--- config.mk ---
export PLATFORM = sky130hd
export DESIGN_NAME = inst_fetch_queue_flat
export DESIGN_NICKNAME = d
export VERILOG_FILES = /design/src/rtl/inst_fetch_queue_if.sv /design/src/rtl/inst_fetch_queue.sv /design/src/flat_wrapper.sv
export SDC_FILE = /design/constraint.sdc
export NUM_CORES = 1
export LEC_CHECK = 0
export ABC_AREA = 1
export BUFFER_PORTS_ARGS = -buffer_cell sky130_fd_sc_hd__buf_2
export CELL_PAD_IN_SITES_DETAIL_PLACEMENT = 0
export CELL_PAD_IN_SITES_GLOBAL_PLACEMENT = 1
export CORE_ASPECT_RATIO = 1.75
export CORE_UTILIZATION = 35
export CTS_BUF_LIST = sky130_fd_sc_hd__clkbuf_16
export DETAILED_ROUTE_END_ITERATION = 12
export PLACE_DENSITY_LB_ADDON = 0.1
export SYNTH_ARGS = -nofsm -noshare
export SYNTH_HDL_FRONTEND = slang
export SYNTH_SLANG_ARGS = --single-unit
--- constraint.sdc ---
create_clock -name clk -period 3.9 [get_ports clk]
set_clock_uncertainty 0.05 [all_clocks]
set_input_delay 0.78 -clock clk [delete_from_list [all_inputs] [get_ports clk]]
set_output_delay 0.78 -clock clk [all_outputs]
set_load 0.03 [all_outputs]
--- src/rtl/inst_fetch_queue_if.sv ---
// Fetch-side and decode-side handshake bundle of the instruction fetch queue.
// Both channels use the same rule: a transfer happens on a rising edge where valid and ready are both high.
// Valid may not wait for ready.
// req_ready may depend on flush; out_valid depends only on stored state.
interface inst_fetch_queue_if #(
    parameter int PC_W   = 32,
    parameter int INST_W = 32
);
    logic              req_valid;
    logic [PC_W-1:0]   req_pc;
    logic              req_ready;
    logic [INST_W-1:0] inst_sram_rdata;
    logic              out_valid;
    logic              out_ready;
    logic [PC_W-1:0]   out_pc;
    logic [INST_W-1:0] out_inst;
    logic              out_adel;

    // master: the surrounding pipeline (IF, SRAM, ID); slave: the queue itself
    modport master (
        output req_valid, req_pc, inst_sram_rdata, out_ready,
        input  req_ready, out_valid, out_pc, out_inst, out_adel
    );

    modport slave (
        input  req_valid, req_pc, inst_sram_rdata, out_ready,
        output req_ready, out_valid, out_pc, out_inst, out_adel
    );
endinterface

--- src/rtl/inst_fetch_queue.sv ---
// IF->ID decoupling FIFO: credit-limited fetch requests, one-cycle SRAM response capture,
// in-order delivery of {pc, inst, adel} entries to decode, with flush support.
module inst_fetch_queue #(
    parameter int DEPTH  = 4,
    parameter int PC_W   = 32,
    parameter int INST_W = 32
) (
    input  logic                       clk,
    input  logic                       rst,
    input  logic                       flush,
    inst_fetch_queue_if.slave          io,
    output logic [$clog2(DEPTH+1)-1:0] count
);
    localparam int PTR_W = $clog2(DEPTH);
    localparam int CNT_W = $clog2(DEPTH+1);
    localparam logic [CNT_W:0] DEPTH_C = (CNT_W+1)'(DEPTH);

    logic [PTR_W-1:0]  wr_ptr;
    logic [PTR_W-1:0]  rd_ptr;
    logic [CNT_W-1:0]  count_q;
    logic              rsp_pending;
    logic [PC_W-1:0]   rsp_pc;

    logic [PC_W-1:0]   pc_mem   [DEPTH];
    logic [INST_W-1:0] inst_mem [DEPTH];
    logic              adel_mem [DEPTH];

    logic [CNT_W:0]    credit_used;
    logic              req_fire;
    logic              push;
    logic              pop;
    logic              head_valid;
    logic              rsp_adel;

    // An in-flight response already owns a slot, so the SRAM reply can never hit a full queue.
    assign credit_used  = {1'b0, count_q} + {{CNT_W{1'b0}}, rsp_pending};
    assign io.req_ready = rst & ~flush & (credit_used < DEPTH_C);
    assign req_fire     = io.req_valid & io.req_ready;

    assign head_valid   = (count_q != '0);
    assign push         = rsp_pending & ~flush;
    assign pop          = head_valid & io.out_ready & ~flush;
    assign rsp_adel     = (rsp_pc[1:0] != 2'b00);

    always_ff @(posedge clk or negedge rst) begin
        if (!rst) begin
            wr_ptr      <= '0;
            rd_ptr      <= '0;
            count_q     <= '0;
            rsp_pending <= 1'b0;
            rsp_pc      <= '0;
        end else if (flush) begin
            wr_ptr      <= '0;
            rd_ptr      <= '0;
            count_q     <= '0;
            rsp_pending <= 1'b0;
        end else begin
            rsp_pending <= req_fire;
            if (req_fire) begin
                rsp_pc <= io.req_pc;
            end
            if (push) begin
                wr_ptr <= wr_ptr + 1'b1;
            end
            if (pop) begin
                rd_ptr <= rd_ptr + 1'b1;
            end
            count_q <= count_q + CNT_W'(push) - CNT_W'(pop);
        end
    end

    // Storage is left unreset; every read is masked by head_valid.
    always_ff @(posedge clk) begin
        if (push) begin
            pc_mem[wr_ptr]   <= rsp_pc;
            inst_mem[wr_ptr] <= rsp_adel ? '0 : io.inst_sram_rdata;
            adel_mem[wr_ptr] <= rsp_adel;
        end
    end

    always_comb begin
        io.out_valid = head_valid;
        io.out_pc    = '0;
        io.out_inst  = '0;
        io.out_adel  = 1'b0;
        if (head_valid) begin
            io.out_pc   = pc_mem[rd_ptr];
            io.out_adel = adel_mem[rd_ptr];
            io.out_inst = adel_mem[rd_ptr] ? '0 : inst_mem[rd_ptr];
        end
    end

    assign count = count_q;
endmodule

--- src/flat_wrapper.sv ---
// flat-port wrapper written by rule: the top's interface ports become plain ports
module inst_fetch_queue_flat 
#(
    parameter int DEPTH  = 4,
    parameter int PC_W   = 32,
    parameter int INST_W = 32
)
  (clk, rst, flush, count, io_req_valid, io_req_pc, io_inst_sram_rdata, io_out_ready, io_req_ready, io_out_valid, io_out_pc, io_out_inst, io_out_adel);
  inst_fetch_queue_if #(.PC_W(PC_W), .INST_W(INST_W)) io_i ();
  input  logic clk;
  input  logic rst;
  input  logic flush;
  output logic [$clog2(DEPTH+1)-1:0] count;
  input wire logic [$bits(io_i.req_valid)-1:0] io_req_valid;
  input wire logic [$bits(io_i.req_pc)-1:0] io_req_pc;
  input wire logic [$bits(io_i.inst_sram_rdata)-1:0] io_inst_sram_rdata;
  input wire logic [$bits(io_i.out_ready)-1:0] io_out_ready;
  output wire logic [$bits(io_i.req_ready)-1:0] io_req_ready;
  output wire logic [$bits(io_i.out_valid)-1:0] io_out_valid;
  output wire logic [$bits(io_i.out_pc)-1:0] io_out_pc;
  output wire logic [$bits(io_i.out_inst)-1:0] io_out_inst;
  output wire logic [$bits(io_i.out_adel)-1:0] io_out_adel;
  assign io_i.req_valid = io_req_valid;
  assign io_i.req_pc = io_req_pc;
  assign io_i.inst_sram_rdata = io_inst_sram_rdata;
  assign io_i.out_ready = io_out_ready;
  assign io_req_ready = io_i.req_ready;
  assign io_out_valid = io_i.out_valid;
  assign io_out_pc = io_i.out_pc;
  assign io_out_inst = io_i.out_inst;
  assign io_out_adel = io_i.out_adel;
  inst_fetch_queue #(.DEPTH(DEPTH), .PC_W(PC_W), .INST_W(INST_W)) u_core (.clk(clk), .rst(rst), .flush(flush), .io(io_i), .count(count));
endmodule
# Yosys cells after proc, flatten, opt, wreduce, memory -nomap -nowiden
# Memories as Yosys holds them, arrays and structs flattened.
# Cells that the tools add are included.
# W data, S select, Z words.
# word_totals
input_bits	69
ram_bits	260
elab_cells	39
ff_bits	40
output_inout_bits	70
mem_count	3
# classes
bitwise	7
n_addsub	5
magnitude_cmp	1
reduce_logical	5
mux	13
# mem_list
name	words	width	rd	rd_ports_with_merged_regs	wr	line	text
u_core.inst_mem	4	32	1	0	1	inst_fetch_queue.sv:25	logic [INST_W-1:0] inst_mem [DEPTH];
u_core.pc_mem	4	32	1	0	1	inst_fetch_queue.sv:24	logic [PC_W-1:0] pc_mem [DEPTH];
u_core.adel_mem	4	1	1	0	1	inst_fetch_queue.sv:26	logic adel_mem [DEPTH];
# op_table
cell	n
$mux W32	4
$mux W2	4
$and A1 B1 Y1	6
$reduce_bool A2 Y1	3
$add A2 B1 Y2 const B	2
$add A3 B1 Y4	1
$lt A4 B3 Y1 const B	1
$mux W1	4
$add A3 B1 Y3	1
$mux W3	1
$reduce_bool A3 Y1	1
$sub A3 B1 Y3	1
$reduce_and A2 Y1	1
$not A1 Y1	1

# Depth between registers and ports, before layout
# depth
word_depth	5
depth_mapped	11
depth_no_buf	11

# Worst setup path after synthesis
# OpenSTA, ideal clock, no wires.
# synth_timing
path_type	in2reg
start	input flush
end	memory u_core.adel_mem[0], enable pin
required_ns	3.362
path_stages	3
setup_ns	0.488
path_slack_ns	-0.434
path_buffers	0
t_arrival_ns	3.796
cell_sequence	nor2_1 inv_1 nor2_1
# synth_via
elab_chain_cells	4
# synth_lines
item	line	text
start, declared	flat_wrapper.sv:12	input logic flush;
$not A1 Y1 (no source line)	--	
$and A1 B1 Y1	inst_fetch_queue.sv:41	assign push = rsp_pending & ~flush;
$mux W1	inst_fetch_queue.sv:74	if (push) begin
$mux W1 (implied by the code)	inst_fetch_queue.sv:77	adel_mem[wr_ptr] <= rsp_adel;
end, declared	inst_fetch_queue.sv:26	
# No other way between the ends.

# Final worst setup path
# layout_timing
start	register u_core.rd_ptr[0]
end	output io_out_inst[2]
# layout_via
elab_chain_cells	3
word_cells_on_any_way	4
cone_classes	mux: 2; memory: 2
# layout_lines
item	line	text
start, declared	inst_fetch_queue.sv:19	logic [PTR_W-1:0] rd_ptr;
start signal, assigned	inst_fetch_queue.sv:66	rd_ptr <= rd_ptr + 1'b1;
$mem_v2 Z4 W32 or $mem_v2 Z4 W1 (tied branches)	--	
$mux W32 *	inst_fetch_queue.sv:89	io.out_inst = adel_mem[rd_ptr] ? '0 : inst_mem[rd_ptr];
$mux W32 *	inst_fetch_queue.sv:86	if (head_valid) begin
end, declared	flat_wrapper.sv:21	output wire logic [$bits(io_i.out_inst)-1:0] io_out_inst;
# Every way passes the cells marked *; elsewhere a longest branch is shown, timed or not.

==> qor.yml <==
ioPinCount: 139
drive_above_1_share: 0.2090
hp-class: "in2async"
grt_max_degree: 79
cts_tree: "done"
slew_viol_final: 0
multi_input_comb_area_um2: 2944
period_needed_ns: 3.586
vias: 7875
irDropWorstVdd_uv: 416.0
tightestPinTransition_ns: 0.8824
dieArea_um2: 35840
start_util: 0.3561
synth_area_um2: 12270
worst_setup_path_start_kind: "flop"
timing.rr.end: "u_core.count[2]"
clk_latency_ns: 0.54
root_buffer: "clkbuf_16"
hold_viol_final: 0
finalSetupViolCount: 0
cts.sinks: 300
crit_fanout: 50
overflow: 0
fp-row-count: 90
drcViolationCount: 0
leakage_nw: 5.604
area_growth_pct: 17.60
antenna_left: 0
core_area_um2: 34460
fmax_mhz: 278.8
cts.repair.resized: 0
tns_ns: 0
die_h_um: 249.7
post_cts_buffers: 0
endpoint_kind: "output pin"
cp.required_ns: 3.07
r2r_setup_slack_ns: 1.56
place_area_um2: 13550
crit_path_frequent_cell: "nand2_1"
rsz0062_at_grt: "no"
vias_per_cell: 4.741
cts_inserted_buffers: 28
clkTransAtPathRegs_ns: 0.07
r2r-start: "u_core.count[1]"
grt_usage: 0.1762
status: "finished, final reports clean"
period_share: 0.9196
synth_seq_cells: 300
nets: 1256
synth-seq-area-share: 0.7179
crit_chain: "inv_4 -> nand2_1 -> nand3_1 -> nand2_1 -> nand2_2 -> buf_4 -> a21oi_2 -> buf_2"
gp_congestion: 0.6970
portBuffers: 138
grt_pass1_vias: 7889
drt_wl_total_mm: 30.65
drt_iter0_markers: 416
final_cell_mix: "297 x nor2_1, 260 x edfxtp_1, 138 x buf_2"
clock_path_buffers: 3
crit_family: "buffers and inverters"
synth.distinct_cells: 26
synth_fp_nets: 1126
syn_area_per_cell_um2: 11.70
crit_arrival_ns: 2.76
place_hpwl_mm: 18.78
r2r_cells: 11
slowest_delay_ns: 0.63
cp_num_buf_inv: 3
layout_commonest_cell: "nor2_1"
routedWlPerCell_um: 18.46
cts-htree-levels: 1
slew_headroom: 0.4117
fin_area_um2: 14430
fill_cells: 3398
synth_cells: 1049
max_cap_viol_count: 0
grt_pass1_wl_mm: 46.71
path_class: "reg2out"
powerDensity_nw_per_um2: 653.7
die_w_um: 143.5
ctsHoldBuffers: 0
synth-warning-count: 0
ff_latch_area_um2: 8816
n_antenna_cell: 0
first_pass_iters: 5
antenna_found_initial: 0
critPathSlowestCell: "dfrtp_4"
## per-stage QoR
stage / worst slack [ns] / power, W / utilization / hold WS (ns) / cells
after detailed placement: 0.7843 / 0.006949 / 0.3931 / 0.4529 / 1609
after floorplan: -0.4343 / 0.006026 / - / 0.4263 / 1049
after global routing: 0.02584 / 0.009949 / 0.4188 / 0.4254 / 1661
after CTS: 0.1882 / 0.009600 / 0.4188 / 0.4034 / 1661
after global placement: 0.7869 / 0.006929 / 0.3931 / 0.4433 / 1609
final: 0.3137 / 0.009433 / 0.4188 / 0.4121 / 1661
## Yosys cell counts
cell      number  area [µm²]
nor2_1       301        1130
edfxtp_1     260        7807
o21ai_0       84       420.4
nand2_1       76       285.3
inv_1         53       198.9
o21ai_1       49       245.2
dfrtp_1       40        1001
a21oi_1       35       175.2
nand4_1       33       206.5
a21oi_2       30       262.8
clkbuf_1      23       86.33
buf_2         22       110.1
buf_4          8       60.06
buf_1          7       26.28
ha_1           7       87.58
nand3_1        6       30.03
buf_6          5       56.30
nand2_2        2       12.51
clkbuf_2       1       5.000
fa_1           1       20.02
inv_2          1       3.750
inv_4          1       6.260
nand4_2        1       12.51
nor2_2         1       6.260
or2_2          1       6.260
xor2_1         1       8.760
## logic make-up after synthesis
| family | count (synthesis) | synth area share |
|---|---|---|
| compound gates | 198 | 0.08994 |
| xor+xnor | 1 | 0.0007139 |
| fa+ha+maj | 8 | 0.008769 |
| buf+inv | 121 | 0.04507 |
| flops | 300 | 0.7179 |
| simple gates | 421 | 0.1377 |
## worst max path at each step
stage / from / to / slack [ns] / cells past startpoint
4_1_cts: u_core.rd_ptr[0] / io_out_inst[2] / 0.19 / 8
2_1_floorplan: flush / u_core.adel_mem[0] / -0.43 / 3
5_1_grt: u_core.rd_ptr[0] / io_out_inst[0] / 0.03 / 8
6_report: u_core.rd_ptr[0] / io_out_inst[2] / 0.31 / 8
3_5_place_dp: u_core.rd_ptr[0] / io_out_inst[2] / 0.78 / 8
3_3_place_gp: u_core.rd_ptr[0] / io_out_inst[2] / 0.79 / 8
## worst register-to-register path: stages (launching register included)
cell and delay, ns:
dfrtp_1 0.48, nor2_1 0.07, nand2_1 0.24, nand2_1 0.21, nor2_1 0.13, ha_1 0.23
inv_1 0.06, ha_1 0.13, inv_1 0.04, fa_1 0.37, o21ai_0 0.17, a21oi_1 0.05
## per-layer routing
layer	track usage	vias up	part of all wire
met2	0.3287	152	0.54
met5	0	-	0
met1	0.2053	3825	0.40
met3	0.01938	42	0.037
li1	-	3856	-
met4	0.05836	0	0.025
## where the power goes
part / internal (W) / switching, W / total, W
Clock: 0.00147 / 0.00116 / 0.00263
Sequential: 0.00392 / 0.000222 / 0.00414
Combinational: 0.000662 / 0.00200 / 0.00266
## final cells by class
cell class | instances | share of cell area
Sequential cell | 300 | 0.6109
Multi-Input combinational cell | 628 | 0.2040
Timing Repair Buffer | 166 | 0.06937
Clock buffer | 29 | 0.05029
Tap cell | 460 | 0.03989
Inverter | 55 | 0.01457
Clock inverter | 23 | 0.01093
## sequential cells by signal, summed over array words and instances (netlist names)
register	cells
u_core.count	3
u_core.rsp_pc	32
u_core.pc_mem	128
u_core.adel_mem	4
u_core.rd_ptr	2
u_core.wr_ptr	2
u_core.rsp_pending	1
u_core.inst_mem	128
Note: power is estimated with default switching activity, not from simulation.
